<file path="config.mk">
export PLATFORM = sky130hd
export DESIGN_NAME = seg_display_monitor_flat
export DESIGN_NICKNAME = d
export VERILOG_FILES = /design/src/rtl/seg_display_monitor_if.sv /design/src/rtl/seg_display_monitor.sv /design/src/flat_wrapper.sv
export SDC_FILE = /design/constraint.sdc
export NUM_CORES = 1
export LEC_CHECK = 0
export CORE_MARGIN = 3
export CORE_UTILIZATION = 59
export CTS_CLUSTER_SIZE = 24
export DETAILED_ROUTE_END_ITERATION = 7
export GPL_ROUTABILITY_DRIVEN = 0
export MAX_ROUTING_LAYER = met4
export PLACE_DENSITY = 0.91
export SLEW_MARGIN = 20
export SYNTH_ARGS = -nofsm -noshare
export SYNTH_HDL_FRONTEND = slang
export SYNTH_SLANG_ARGS = --single-unit
</file>
<file path="constraint.sdc">
create_clock -name clk -period 5.25 [get_ports clk]
set_input_delay 1.3125 -clock clk [delete_from_list [all_inputs] [get_ports clk]]
set_output_delay 1.3125 -clock clk [all_outputs]
set_load 0.02 [all_outputs]
</file>
<file path="src/rtl/seg_display_monitor_if.sv">
// Bus bundle between the seven-segment scanner side and the display monitor.
// The master side drives the raw anode/segment lines and the error clear;
// the slave side (the monitor) returns the reconstructed display state.
interface seg_display_monitor_if;
   logic [3:0]  an;
   logic [7:0]  seg;
   logic        err_clr;
   logic [3:0]  digit0;
   logic [3:0]  digit1;
   logic [3:0]  digit2;
   logic [3:0]  digit3;
   logic [3:0]  blank_mask;
   logic [12:0] sec_count;
   logic        frame_valid;
   logic        err;
   logic        dead;

   modport master (
      output an, seg, err_clr,
      input  digit0, digit1, digit2, digit3, blank_mask, sec_count,
             frame_valid, err, dead
   );

   modport slave (
      input  an, seg, err_clr,
      output digit0, digit1, digit2, digit3, blank_mask, sec_count,
             frame_valid, err, dead
   );
endinterface

</file>
<file path="src/rtl/seg_display_monitor.sv">
// Receive-side monitor for a multiplexed 4-digit seven-segment bus.
// Synchronizes the active-low an/seg lines, filters ghosting with a
// stability counter, rebuilds the four digits and reports MM:SS in seconds
// once per complete scan frame. Also flags bus errors and scanner timeouts.
module seg_display_monitor #(
   parameter int unsigned STABLE_CYCLES  = 16,
   parameter int unsigned TIMEOUT_CYCLES = 1_000_000
) (
   input  logic                 clk,
   input  logic                 rst_n,
   seg_display_monitor_if.slave bus
);

   localparam logic [7:0]  STABLE_MAX = 8'(STABLE_CYCLES);
   localparam logic [19:0] TO_MAX     = 20'(TIMEOUT_CYCLES);

   typedef enum logic [1:0] {IDLE, COLLECT, EMIT} state_t;

   // Active-high abcdefg pattern to digit code; 4'hA blank, 4'hE undecodable.
   function automatic logic [3:0] decode(input logic [6:0] p);
      case (p)
         7'b1111110: return 4'd0;
         7'b0110000: return 4'd1;
         7'b1101101: return 4'd2;
         7'b1111001: return 4'd3;
         7'b0110011: return 4'd4;
         7'b1011011: return 4'd5;
         7'b1011111: return 4'd6;
         7'b1110000: return 4'd7;
         7'b1111111: return 4'd8;
         7'b1111011: return 4'd9;
         7'b0000000: return 4'hA;
         default:    return 4'hE;
      endcase
   endfunction

   logic [11:0] sync1, sync2, prev_word;
   logic [7:0]  stable_cnt;
   logic        capture;
   logic [3:0]  cap_an;
   logic [6:0]  cap_seg;

   logic        sel_valid, sel_multi;
   logic [1:0]  sel_idx;
   logic [3:0]  dec_val;
   logic        dig_cap, err_set;

   state_t      state, state_nxt;
   logic [3:0]  seen, seen_nxt;
   logic        emit;

   logic [3:0]  digit_q [4];
   logic [3:0]  blank_mask_q;
   logic [12:0] sec_count_q, sec_total;
   logic        all_numeric;
   logic        frame_valid_q;
   logic        err_q;
   logic [19:0] to_cnt;

   // Two-flop synchronizer on the full {an,seg} word; idle lines are all ones.
   always_ff @(posedge clk or negedge rst_n) begin
      if (!rst_n) begin
         sync1 <= '1;
         sync2 <= '1;
      end else begin
         // NOTE: non-blocking assignments make sync2 take the old sync1,
         // giving two real flop stages instead of one collapsed wire.
         sync1 <= {bus.an, bus.seg};
         sync2 <= sync1;
      end
   end

   // Stability filter: one capture pulse when a word has been seen unchanged
   // for STABLE_CYCLES consecutive samples; no re-capture while it persists.
   always_ff @(posedge clk or negedge rst_n) begin
      if (!rst_n) begin
         prev_word  <= '1;
         stable_cnt <= '0;
         capture    <= 1'b0;
         cap_an     <= '1;
         cap_seg    <= '1;
      end else begin
         prev_word <= sync2;
         capture   <= 1'b0;
         if (sync2 != prev_word) begin
            stable_cnt <= 8'd1;
         end else if (stable_cnt != STABLE_MAX) begin
            stable_cnt <= stable_cnt + 8'd1;
            if (stable_cnt == STABLE_MAX - 8'd1) begin
               capture <= 1'b1;
               cap_an  <= sync2[11:8];
               cap_seg <= sync2[7:1];
            end
         end
      end
   end

   // Classify the captured word: blank anodes, single digit, or illegal multi.
   always_comb begin
      // NOTE: every output of this block gets a default first so no path
      // leaves a signal unassigned and infers a latch.
      sel_valid = 1'b0;
      sel_multi = 1'b0;
      sel_idx   = 2'd0;
      case (cap_an)
         4'b1110: begin sel_valid = 1'b1; sel_idx = 2'd0; end
         4'b1101: begin sel_valid = 1'b1; sel_idx = 2'd1; end
         4'b1011: begin sel_valid = 1'b1; sel_idx = 2'd2; end
         4'b0111: begin sel_valid = 1'b1; sel_idx = 2'd3; end
         4'b1111: sel_multi = 1'b0;
         default: sel_multi = 1'b1;
      endcase
      dec_val = decode(~cap_seg);
      dig_cap = capture && sel_valid;
      err_set = capture && (sel_multi || (sel_valid && dec_val == 4'hE));
   end

   // Frame FSM state and seen-mask register.
   always_ff @(posedge clk or negedge rst_n) begin
      if (!rst_n) begin
         state <= IDLE;
         seen  <= '0;
      end else begin
         state <= state_nxt;
         seen  <= seen_nxt;
      end
   end

   // Frame FSM next state: EMIT clears seen, a full seen mask enters EMIT.
   always_comb begin
      seen_nxt  = (state == EMIT) ? 4'b0000 : seen;
      state_nxt = state;
      if (dig_cap) seen_nxt[sel_idx] = 1'b1;
      if (seen_nxt == 4'b1111)      state_nxt = EMIT;
      else if (seen_nxt != 4'b0000) state_nxt = COLLECT;
      else                          state_nxt = IDLE;
      emit = (state == EMIT);
   end

   // MM:SS to seconds from the currently held digits.
   always_comb begin
      all_numeric = (digit_q[0] <= 4'd9) && (digit_q[1] <= 4'd9) &&
                    (digit_q[2] <= 4'd9) && (digit_q[3] <= 4'd9);
      sec_total   = (13'(digit_q[3]) * 13'd10 + 13'(digit_q[2])) * 13'd60 +
                    13'(digit_q[1]) * 13'd10 + 13'(digit_q[0]);
   end

   // Digit capture and per-frame outputs.
   always_ff @(posedge clk or negedge rst_n) begin
      if (!rst_n) begin
         // NOTE: the digit array is only four visible output registers, so it
         // is reset like any other state rather than left as uninitialised storage.
         for (int i = 0; i < 4; i++) digit_q[i] <= 4'hA;
         blank_mask_q  <= 4'b1111;
         sec_count_q   <= '0;
         frame_valid_q <= 1'b0;
      end else begin
         frame_valid_q <= emit;
         if (dig_cap) digit_q[sel_idx] <= dec_val;
         if (emit) begin
            for (int i = 0; i < 4; i++) blank_mask_q[i] <= (digit_q[i] == 4'hA);
            if (all_numeric) sec_count_q <= sec_total;
         end
      end
   end

   // Sticky error flag; a new error outranks a simultaneous clear.
   always_ff @(posedge clk or negedge rst_n) begin
      if (!rst_n)            err_q <= 1'b0;
      else if (err_set)      err_q <= 1'b1;
      else if (bus.err_clr)  err_q <= 1'b0;
   end

   // Scanner activity timeout, saturating at TIMEOUT_CYCLES.
   always_ff @(posedge clk or negedge rst_n) begin
      if (!rst_n)                to_cnt <= '0;
      else if (dig_cap)          to_cnt <= '0;
      else if (to_cnt != TO_MAX) to_cnt <= to_cnt + 20'd1;
   end

   assign bus.digit0      = digit_q[0];
   assign bus.digit1      = digit_q[1];
   assign bus.digit2      = digit_q[2];
   assign bus.digit3      = digit_q[3];
   assign bus.blank_mask  = blank_mask_q;
   assign bus.sec_count   = sec_count_q;
   assign bus.frame_valid = frame_valid_q;
   assign bus.err         = err_q;
   assign bus.dead        = (to_cnt == TO_MAX);

endmodule

</file>
<file path="src/flat_wrapper.sv">
// flat-port wrapper written by rule: the top's interface ports become plain ports
module seg_display_monitor_flat 
#(
   parameter int unsigned STABLE_CYCLES  = 16,
   parameter int unsigned TIMEOUT_CYCLES = 1_000_000
)
  (clk, rst_n, bus_an, bus_seg, bus_err_clr, bus_digit0, bus_digit1, bus_digit2, bus_digit3, bus_blank_mask, bus_sec_count, bus_frame_valid, bus_err, bus_dead);
  seg_display_monitor_if bus_i ();
  input  logic clk;
  input  logic rst_n;
  input wire logic [$bits(bus_i.an)-1:0] bus_an;
  input wire logic [$bits(bus_i.seg)-1:0] bus_seg;
  input wire logic [$bits(bus_i.err_clr)-1:0] bus_err_clr;
  output wire logic [$bits(bus_i.digit0)-1:0] bus_digit0;
  output wire logic [$bits(bus_i.digit1)-1:0] bus_digit1;
  output wire logic [$bits(bus_i.digit2)-1:0] bus_digit2;
  output wire logic [$bits(bus_i.digit3)-1:0] bus_digit3;
  output wire logic [$bits(bus_i.blank_mask)-1:0] bus_blank_mask;
  output wire logic [$bits(bus_i.sec_count)-1:0] bus_sec_count;
  output wire logic [$bits(bus_i.frame_valid)-1:0] bus_frame_valid;
  output wire logic [$bits(bus_i.err)-1:0] bus_err;
  output wire logic [$bits(bus_i.dead)-1:0] bus_dead;
  assign bus_i.an = bus_an;
  assign bus_i.seg = bus_seg;
  assign bus_i.err_clr = bus_err_clr;
  assign bus_digit0 = bus_i.digit0;
  assign bus_digit1 = bus_i.digit1;
  assign bus_digit2 = bus_i.digit2;
  assign bus_digit3 = bus_i.digit3;
  assign bus_blank_mask = bus_i.blank_mask;
  assign bus_sec_count = bus_i.sec_count;
  assign bus_frame_valid = bus_i.frame_valid;
  assign bus_err = bus_i.err;
  assign bus_dead = bus_i.dead;
  seg_display_monitor #(.STABLE_CYCLES(STABLE_CYCLES), .TIMEOUT_CYCLES(TIMEOUT_CYCLES)) u_core (.clk(clk), .rst_n(rst_n), .bus(bus_i));
endmodule
</file>
==> results.json, run 1 <==
{
  "outcome": "finished clean",
  "ys_top_cells_by_count": "nand2_1 (61), dfstp_2 (59), dfrtp_1 (58)",
  "power_w": 0.00206,
  "synthCells": 601,
  "avgRoutedWirePerCell_um": 16.9,
  "initial_core_util_pct": 61.3,
  "grt_max_degree": 91,
  "maxCapViolCount": 0,
  "finalCriticalPeriod_ns": 5.08,
  "dp_cells": 774,
  "drc": 0,
  "crit_type": "flip-flop to flip-flop",
  "dpl.hpwl_um": 9190,
  "hold_slack_ns": 0.350,
  "leakage_nw": 3.51,
  "yosys.cell_count.top_type": "nand2_1",
  "synth-seq-cells": 117,
  "drive_gt1_share_pct": 18.8,
  "syn_avg_cell_area_um2": 10.6,
  "wl_um": 13700,
  "critPathArrivalTime_ns": 5.45,
  "combPwrFrac_pct": 1.7,
  "num_rows": 37,
  "synth-edff-count": 0,
  "fin_util_pct": 73.4,
  "core_area_mm2": 0.0104,
  "grt.total_usage_pct": 25.2,
  "nets": 735,
  "synth_area_leaders": "dfstp_2 (24%), dfrtp_1 (23%), ha_1 (7.8%)",
  "final_area_mm2": 0.00764,
  "syn-cell-area_mm2": 0.00639,
  "worstSkewPairLatency_ns": 0.52,
  "ios": 51,
  "synth_flop_cell": "dfstp_2",
  "die_y_um": 110,
  "placed_area_mm2": 0.00700,
  "grt_pass1_vias": 4907,
  "num_vias": 4683,
  "yosys_warnings": 0,
  "clockPowerShare_pct": 52.7,
  "viasPerCell": 5.77,
  "final_antenna_net_count": 0,
  "ir_drop_mv": 0.340,
  "critPathMaxStageDelay_ns": 0.57,
  "period_share_pct": 96.8,
  "diodes": 0,
  "seq_power_share_pct": 45.6,
  "htreeDepth": 4,
  "setup_viol": 0,
  "tightest_slew_ns": 0.858,
  "grt_first_pass_wirelength_um": 22800,
  "skew_ns": 0.00956,
  "path_cells": "ha_1, inv_1, fa_1, xnor2_2, inv_1, fa_1, fa_1, inv_1, ha_1, a21oi_4, xnor2_1, ha_1, ha_1, o21ai_0, a21oi_2, o2111ai_1, xnor2_1, a21oi_1",
  "min_path_type": "flip-flop to flip-flop",
  "yosysTopAreaCell": "dfstp_2",
  "power_switching_w": 0.000476,
  "io_buffers": 50,
  "crit_path_start_kind": "flip-flop",
  "cts_tree": "yes",
  "switching_share_pct": 23.2,
  "max_freq_mhz": 197,
  "firstDrtPassIters": 7,
  "drt_first_iter_violations": 313,
  "clock_path_buffers": 2,
  "dieArea_mm2": 0.0121,
  "async_flop_share_pct": 100,
  "crit_fanout": 5,
  "areaGrowthSynthToFinish_pct": 19.6,
  "fin_cells": 811,
  "die_x_um": 110,
  "slew_headroom_pct": 42.6,
  "clkSinkCount": 117,
  "cp-end-kind": "flip-flop",
  "slew_viol_final": 0,
  "ys_types": 55,
  "ys_seq_area_share_pct": 47.0,
  "cts_buffers": 17,
  "required_ns": 5.62,
  "gr-total-overflow": 0,
  "powerDensity_mw_per_mm2": 269,
  "p_int_w": 0.00158,
  "syn-num-nets": 674,
  "antenna_found_initial": 0,
  "yosysTopAreaCellShare_pct": 24.3,
  "crit_path_top_delay_cell": "dfstp_2",
  "hold_violations": 0,
  "cp_common_cell": "ha_1",
  "cts-root-buf": "clkbuf_8",
  "clk_pin_slew_worst_paths_ns": 0.06
}
cell families after synthesis:
family                   share of synthesized area (%)
multiplexers                                      3.51
adder cells (fa/ha/maj)                           13.5
flip-flops                                        47.0
XOR/XNOR                                          8.30
AND/OR/NAND/NOR                                   14.2
AO/OA/AOI/OAI                                     9.24
buffers and inverters                             4.25
stage by stage:
stage	setup WS [ns]	setup TNS [ns]
final	0.166	0
after global routing	-0.0467	-0.0683
after CTS	0.00780	0
after detailed placement	0.0204	0
after global placement	0.328	0
after floorplan	0.531	0
flip-flops by register name, summed over array words and instances (netlist names), 7 cells and up:
| signal | count |
|---|---|
| u_core.sync2 | 12 |
| u_core.prev_word | 12 |
| u_core.cap_seg | 7 |
| u_core.stable_cnt | 8 |
| u_core.sync1 | 12 |
| u_core.to_cnt | 20 |
| u_core.bus.sec_count | 13 |
critical path: cells and delay by family (launching register included):
kind                       cells  cell delay (ns)
AOI/OAI and AO/OA              5             0.84
xor gates and xnor gates       3             0.52
adders and majority gates      7             2.72
buffers and inverters          3             0.26
DFF                            1             0.57
power groups by stage:
stage          sequential, W  combinational (W)  clock (W)
6_report            0.000938          0.0000352    0.00108
5_1_grt             0.000939          0.0000403    0.00115
4_1_cts             0.000938          0.0000366    0.00110
3_5_place_dp        0.000951          0.0000358          0
3_3_place_gp        0.000950          0.0000341          0
2_1_floorplan       0.000949         0.00000664          0
final cells by class:
type | count | area [um^2]
clock buffers | 17 | 414
clock inverters | 15 | 145
fillers | 639 | 2770
inverters | 49 | 189
multi-input cells | 419 | 3160
flip-flops and latches | 117 | 3000
well taps | 136 | 170
repair buffers | 58 | 562
routing by layer:
layer	up-vias	part of all wire [%]	global-route usage, %
li1	2173	-	-
met1	2340	40	28.3
met2	131	54	44.1
met3	39	4.1	5.71
met4	0	2.5	8.73
met5	-	0	-
repair_timing:
action	CTS	global route
setup buffers	0	5
setup endpoints to repair	0	5
hold buffers	0	0
resized for setup	0	9
layout by cell type (no fill, tap or decap), types with 9 or more instances in the layout:
cell	count
xor2_1	34
clkdlybuf4s50_1	49
xnor2_1	22
dfstp_2	59
dfrtp_1	58
mux2_2	13
nor2_1	52
inv_1	48
ha_1	40
nand3_1	13
nand2_1	61
nor3_1	9
fa_1	18
clkbuf_16	16
o21ai_0	18
a21oi_1	23
worst paths after layout:
kind / startpoint / endpoint / slack (ns) / depth (start not counted)
worst max-delay path: u_core.bus.digit2[1] / u_core.bus.sec_count[12] / 0.17 / 18
worst min-delay path: u_core.sync1[2] / u_core.sync2[2] / 0.35 / 0
worst max register to register: u_core.bus.digit2[1] / u_core.bus.sec_count[12] / 0.17 / 18
worst min register to register: u_core.sync1[2] / u_core.sync2[2] / 0.35 / 0
max in group asynchronous: rst_n / u_core.sync2[10] / 3.52 / 2
min in group asynchronous: rst_n / u_core.to_cnt[3] / 0.84 / 1
Power figures use the tool's default switching activity.
==> run 2: changes to the inputs <==
- CORE_MARGIN: 3 -> unset
==> run 2 against run 1 <==
  * Clock skew shrank 0.0015 ns
  * First-iteration DRC count shrank 19%
  * Non-clock buffer count shrank 4
  * Largest cell class unchanged
  * Sequential power is essentially flat
  * Via count shrank 1.5%
  * Cell count shrank 0.49%
  * Clock power is essentially flat
==> results.json, run 2 (synthesis gave the netlist of run 1 again) <==
{
  "htreeDepth": 4,
  "period_share_pct": 95.1,
  "combPwrFrac_pct": 1.7,
  "p_int_w": 0.00159,
  "dieArea_mm2": 0.0112,
  "r2r_end": "u_core.bus.sec_count[12]",
  "firstDrtPassIters": 8,
  "min_delay_path_depth": 0,
  "pre_cts_ws_ns": 0.143,
  "max_freq_mhz": 200,
  "grt_max_degree": 76,
  "num_vias": 4615,
  "r2r_slack_ns": 0.26,
  "min_to": "u_core.sync2[11]",
  "clk_pin_slew_worst_paths_ns": 0.06,
  "core_area_mm2": 0.0104,
  "fin_setup_tns_ns": 0,
  "largest_reg_flops": 20,
  "cts_hold_buf": 0,
  "leakage_nw": 3.49,
  "avgRoutedWirePerCell_um": 16.1,
  "crit_fanout": 8,
  "drc": 0,
  "maxCapViolCount": 0,
  "ir_drop_mv": 0.312,
  "min_from": "u_core.sync1[11]",
  "slew_viol_final": 0,
  "worstSkewPairLatency_ns": 0.52,
  "cp-end-kind": "flip-flop",
  "cts-root-buf": "clkbuf_8",
  "drt_first_iter_violations": 255,
  "powerDensity_mw_per_mm2": 272,
  "areaGrowthSynthToFinish_pct": 18.8,
  "setup_viol": 0,
  "layout_commonest_cell": "nand2_1",
  "critPathArrivalTime_ns": 5.37,
  "fin_ws_ns": 0.257,
  "grt_first_pass_wirelength_um": 22400,
  "antenna_found_initial": 0,
  "ff2ff_path_depth": 14,
  "wl_um": 13000,
  "r2r-start": "u_core.bus.digit3[1]",
  "power_switching_w": 0.000471,
  "clock_path_buffers": 2,
  "cts_tree": "yes",
  "slew_headroom_pct": 42.9,
  "skew_ns": 0.00805,
  "seq_power_share_pct": 45.4,
  "clkSinkCount": 117,
  "required_ns": 5.62,
  "num_rows": 37,
  "final_cell_mix": "nand2_1 (61), dfstp_2 (59), dfrtp_1 (58), nor2_1 (52), clkdlybuf4s50_1 (49)",
  "diodes": 0,
  "rsz0062_at_grt": "false",
  "grt_pass1_vias": 4825,
  "crit_type": "flip-flop to flip-flop",
  "drive_gt1_share_pct": 17.9,
  "grt.total_usage_pct": 26.3,
  "nets": 731,
  "cts_buffers": 17,
  "viasPerCell": 5.72,
  "io_buffers": 50,
  "n_fill_cell": 660,
  "finalCriticalPeriod_ns": 4.99,
  "hold_violations": 0,
  "switching_share_pct": 22.8,
  "initial_core_util_pct": 61.3,
  "outcome": "finished clean",
  "ios": 51,
  "dpl.hpwl_um": 8910,
  "final_antenna_net_count": 0,
  "die_y_um": 106,
  "tightest_slew_ns": 0.856,
  "crit_path_start_kind": "flip-flop",
  "clockPowerShare_pct": 52.9,
  "die_x_um": 106,
  "top_register": "u_core.to_cnt",
  "gr-total-overflow": 0,
  "min_path_type": "flip-flop to flip-flop"
}
==> run 2: worst max path at each step <==
stage,from,end,slack (ns),depth (start not counted)
finish,u_core.bus.digit3[1],u_core.bus.sec_count[12],0.26,14
global route,u_core.bus.digit2[1],u_core.bus.sec_count[12],0.05,18
CTS,u_core.bus.digit3[3],u_core.bus.sec_count[12],0.12,17
detailed placement,u_core.bus.digit3[3],u_core.bus.sec_count[12],0.14,17
global placement,u_core.bus.digit3[3],u_core.bus.sec_count[12],0.33,15
floorplan,u_core.bus.digit2[1],u_core.bus.sec_count[12],0.53,18
==> run 2: per-stage QoR <==
| step | utilization, % | total power (W) | cell area (um^2) | hold slack [ns] | instances |
|---|---|---|---|---|---|
| 3_3_place_gp | 67.2 | 0.000984 | 7000 | 0.345 | 774 |
| 2_1_floorplan | - | 0.000956 | 6390 | 0.345 | 601 |
| 6_report | 72.9 | 0.00207 | 7590 | 0.351 | 807 |
| 4_1_cts | 72.6 | 0.00209 | 7560 | 0.354 | 806 |
| 3_5_place_dp | 67.2 | 0.000987 | 7000 | 0.347 | 774 |
| 5_1_grt | 72.9 | 0.00214 | 7590 | 0.359 | 807 |
==> run 2: area by class of cell <==
cell class              instances  area (um^2)  share of cell area [%]
clock buffers                  18          428                    5.64
clock inverters                14          136                    1.80
inverters                      49          189                    2.49
multi-input cells             419         3140                    41.3
flip-flops and latches        117         3000                    39.5
well taps                     136          170                    2.24
repair buffers                 54          528                    6.95
==> run 2: routing by layer <==
metal,GRT usage (%),routed length (um),up-vias
met1,30.7,5360,2266
met3,7.23,588,41
met4,9.03,318,0
met5,-,0,-
li1,-,-,2159
met2,44.0,6690,149
==> run 2: worst max-delay path, cell delays in order, from the launching register on <==
cell	delay (ns)
dfstp_2	0.60
ha_1	0.26
ha_1	0.23
fa_1	0.57
o211ai_2	0.20
mux2_2	0.33
a22oi_1	0.32
fa_1	0.47
inv_1	0.09
fa_1	0.40
ha_1	0.26
o41ai_1	0.47
xnor3_1	0.41
xnor2_1	0.16
a21oi_1	0.08
==> run 2: power groups by stage <==
stage          clock network, W  registers, W   logic (W)
4_1_cts                 0.00112      0.000937   0.0000360
6_report                0.00109      0.000937   0.0000347
5_1_grt                 0.00116      0.000938   0.0000398
3_5_place_dp                  0      0.000951   0.0000355
2_1_floorplan                 0      0.000949  0.00000664
3_3_place_gp                  0      0.000950   0.0000340
==> run 2: what timing repair did <==
action                     CTS  global route
resized for setup            0             4
setup endpoints to repair    0             4
setup buffers                0             1
==> run 3: changes to the inputs <==
==> constraint.sdc (replaced) <==
create_clock -name clk -period 5.25 [get_ports clk]
set_input_delay 1.05 -clock clk [delete_from_list [all_inputs] [get_ports clk]]
set_output_delay 1.05 -clock clk [all_outputs]
set_load 0.02 [all_outputs]
==> run 3 against run 2 <==
  * Design area stayed put
  * Clock skew is 0.0027 ns higher
  * Global-route usage is 0.21 points higher
  * Sequential power hardly changed
  * Critical endpoint is now u_core.bus.sec_count[11]
  * Clock power is 5% lower
  * Largest cell class unchanged
==> results.json, run 3 (synthesis gave the netlist of run 1 again) <==
{
  "min_path_type": "flip-flop to flip-flop",
  "use_met2_pct": 45.8,
  "r2r_end": "u_core.bus.sec_count[11]",
  "outcome": "finished clean",
  "drive_gt1_share_pct": 18.0,
  "final_cell_mix": "nand2_1 (61), dfstp_2 (59), dfrtp_1 (58), nor2_1 (52), clkdlybuf4s50_1 (49)",
  "firstDrtPassIters": 4,
  "ios": 51,
  "switching_share_pct": 21.7,
  "grt.total_usage_pct": 26.5,
  "power_w": 0.00201,
  "multi_input_area_mm2": 0.00315,
  "r2r_slack_ns": 0.24,
  "clock_path_buffers": 2,
  "num_vias": 4586,
  "grt_first_pass_wirelength_um": 22500,
  "htreeDepth": 4,
  "gr-total-overflow": 0,
  "crit_path_top_delay_cell": "dfstp_2",
  "critPathArrivalTime_ns": 5.46,
  "grt_use_met3_pct": 5.76,
  "top_usage_layer": "met2",
  "p_int_w": 0.00158,
  "critical-path-top-delay-family": "adder cells",
  "ir_drop_mv": 0.260,
  "top_register": "u_core.to_cnt",
  "largest_reg_flops": 20,
  "powerDensity_mw_per_mm2": 265,
  "combPwrFrac_pct": 1.7,
  "r2r-start": "u_core.bus.digit2[1]",
  "layout_commonest_cell": "nand2_1",
  "ff_latch_area_mm2": 0.00300,
  "grt.met1_usage_pct": 29.9,
  "initial_core_util_pct": 61.3,
  "grt_max_degree": 68,
  "crit_type": "flip-flop to flip-flop",
  "hold_violations": 0,
  "worstSkewPairLatency_ns": 0.53,
  "skew_ns": 0.0108,
  "required_ns": 5.70,
  "dpl.hpwl_um": 9010,
  "grt_pass1_vias": 4824,
  "antenna_found_initial": 0,
  "cts_buffers": 17,
  "max_freq_mhz": 200,
  "nets": 732,
  "finalCriticalPeriod_ns": 5.01,
  "n_fill_cell": 662,
  "viasPerCell": 5.68,
  "fin_setup_tns_ns": 0,
  "cts_tree": "yes",
  "drc": 0,
  "die_x_um": 106,
  "cp_common_cell": "ha_1",
  "clkSinkCount": 117,
  "leakage_nw": 3.48,
  "setup_viol": 0,
  "final_area_mm2": 0.00759,
  "ff2ff_path_depth": 18,
  "drt_first_iter_violations": 336,
  "dieArea_mm2": 0.0112,
  "maxCapViolCount": 0,
  "fin_util_pct": 72.9,
  "min_delay_path_depth": 0,
  "die_y_um": 106,
  "tightest_slew_ns": 0.983,
  "path_cells": "ha_1, inv_1, fa_1, xnor2_2, inv_1, fa_1, fa_1, inv_1, ha_1, a21oi_2, xnor2_1, ha_1, ha_1, nand2_1, o21ai_0, nand3_1, xor2_1, a21oi_1",
  "min_from": "u_core.sync1[7]",
  "cts_hold_buf": 0,
  "power_switching_w": 0.000437,
  "io_buffers": 50,
  "areaGrowthSynthToFinish_pct": 18.8,
  "critPathMaxStageDelay_ns": 0.56,
  "diodes": 0,
  "fin_cells": 808,
  "placed_area_mm2": 0.00700,
  "num_rows": 37,
  "slew_viol_final": 0,
  "core_area_mm2": 0.0104,
  "crit_fanout": 5,
  "clockPowerShare_pct": 51.7,
  "avgRoutedWirePerCell_um": 16.4,
  "min_to": "u_core.sync2[7]",
  "cp-end-kind": "flip-flop",
  "slew_headroom_pct": 34.3,
  "worstPathBufferInverterCount": 3,
  "cts-root-buf": "clkbuf_8",
  "clk_pin_slew_worst_paths_ns": 0.06,
  "wl_um": 13300,
  "period_share_pct": 95.4,
  "crit_path_start_kind": "flip-flop",
  "seq_power_share_pct": 46.6,
  "dp_cells": 774,
  "final_antenna_net_count": 0
}
==> run 3: cell count changes in the layout (fill, tap and decap cells not counted) <==
| cell | previous run | this run |
|---|---|---|
| clkbuf_8 | 2 | 3 |
| buf_4 | 5 | 6 |
| clkbuf_1 | 0 | 2 |
| clkinv_4 | 2 | 4 |
| a22oi_2 | 0 | 1 |
| clkinv_2 | 0 | 1 |
| bufinv_16 | 1 | 0 |
| a22oi_1 | 5 | 4 |
| clkinvlp_4 | 2 | 4 |
| inv_6 | 8 | 0 |
| a21oi_1 | 24 | 23 |
| clkbuf_16 | 16 | 17 |
| a21oi_2 | 1 | 2 |
==> run 3: stage by stage <==
step                      worst slack, ns  hold WS (ns)
final                               0.244         0.349
after global routing             -0.00687         0.357
after global placement              0.329         0.345
after floorplan                     0.531         0.345
after detailed placement            0.132         0.347
after CTS                           0.113         0.351
==> run 3: how the worst max path moves through the flow <==
stage,to,startpoint,depth (start not counted),slack (ns)
after CTS,u_core.bus.sec_count[12],u_core.bus.digit3[3],18,0.11
after detailed placement,u_core.bus.sec_count[12],u_core.bus.digit3[3],15,0.13
final,u_core.bus.sec_count[11],u_core.bus.digit2[1],18,0.24
after global placement,u_core.bus.sec_count[12],u_core.bus.digit3[3],15,0.33
after floorplan,u_core.bus.sec_count[12],u_core.bus.digit2[1],18,0.53
after global routing,u_core.bus.sec_count[11],u_core.bus.digit3[2],18,-0.007
==> run 3: cell type report <==
type                    count  share of cell area (%)
repair buffers             55                    7.05
inverters                  49                    2.49
clock buffers              22                    6.25
clock inverters            10                   0.972
flip-flops and latches    117                    39.5
multi-input cells         419                    41.5
well taps                 136                    2.24
==> run 3: what timing repair did <==
action	in CTS	in global routing
buffers inserted	0	2
setup endpoints to repair	0	4
resized for setup	0	6
==> run 3: power by group through the flow <==
| stage | combinational (W) | sequential, W | clock [W] |
|---|---|---|---|
| 2_1_floorplan | 0.00000664 | 0.000949 | 0 |
| 3_3_place_gp | 0.0000341 | 0.000950 | 0 |
| 3_5_place_dp | 0.0000354 | 0.000951 | 0 |
| 4_1_cts | 0.0000359 | 0.000938 | 0.00105 |
| 5_1_grt | 0.0000401 | 0.000938 | 0.00109 |
| 6_report | 0.0000346 | 0.000937 | 0.00104 |
==> run 3: per-layer routing <==
| metal | routed length (um) | vias to the layer above |
|---|---|---|
| met5 | 0 | - |
| met4 | 314 | 0 |
| met3 | 505 | 29 |
| met2 | 7060 | 115 |
| met1 | 5380 | 2281 |
| li1 | - | 2161 |
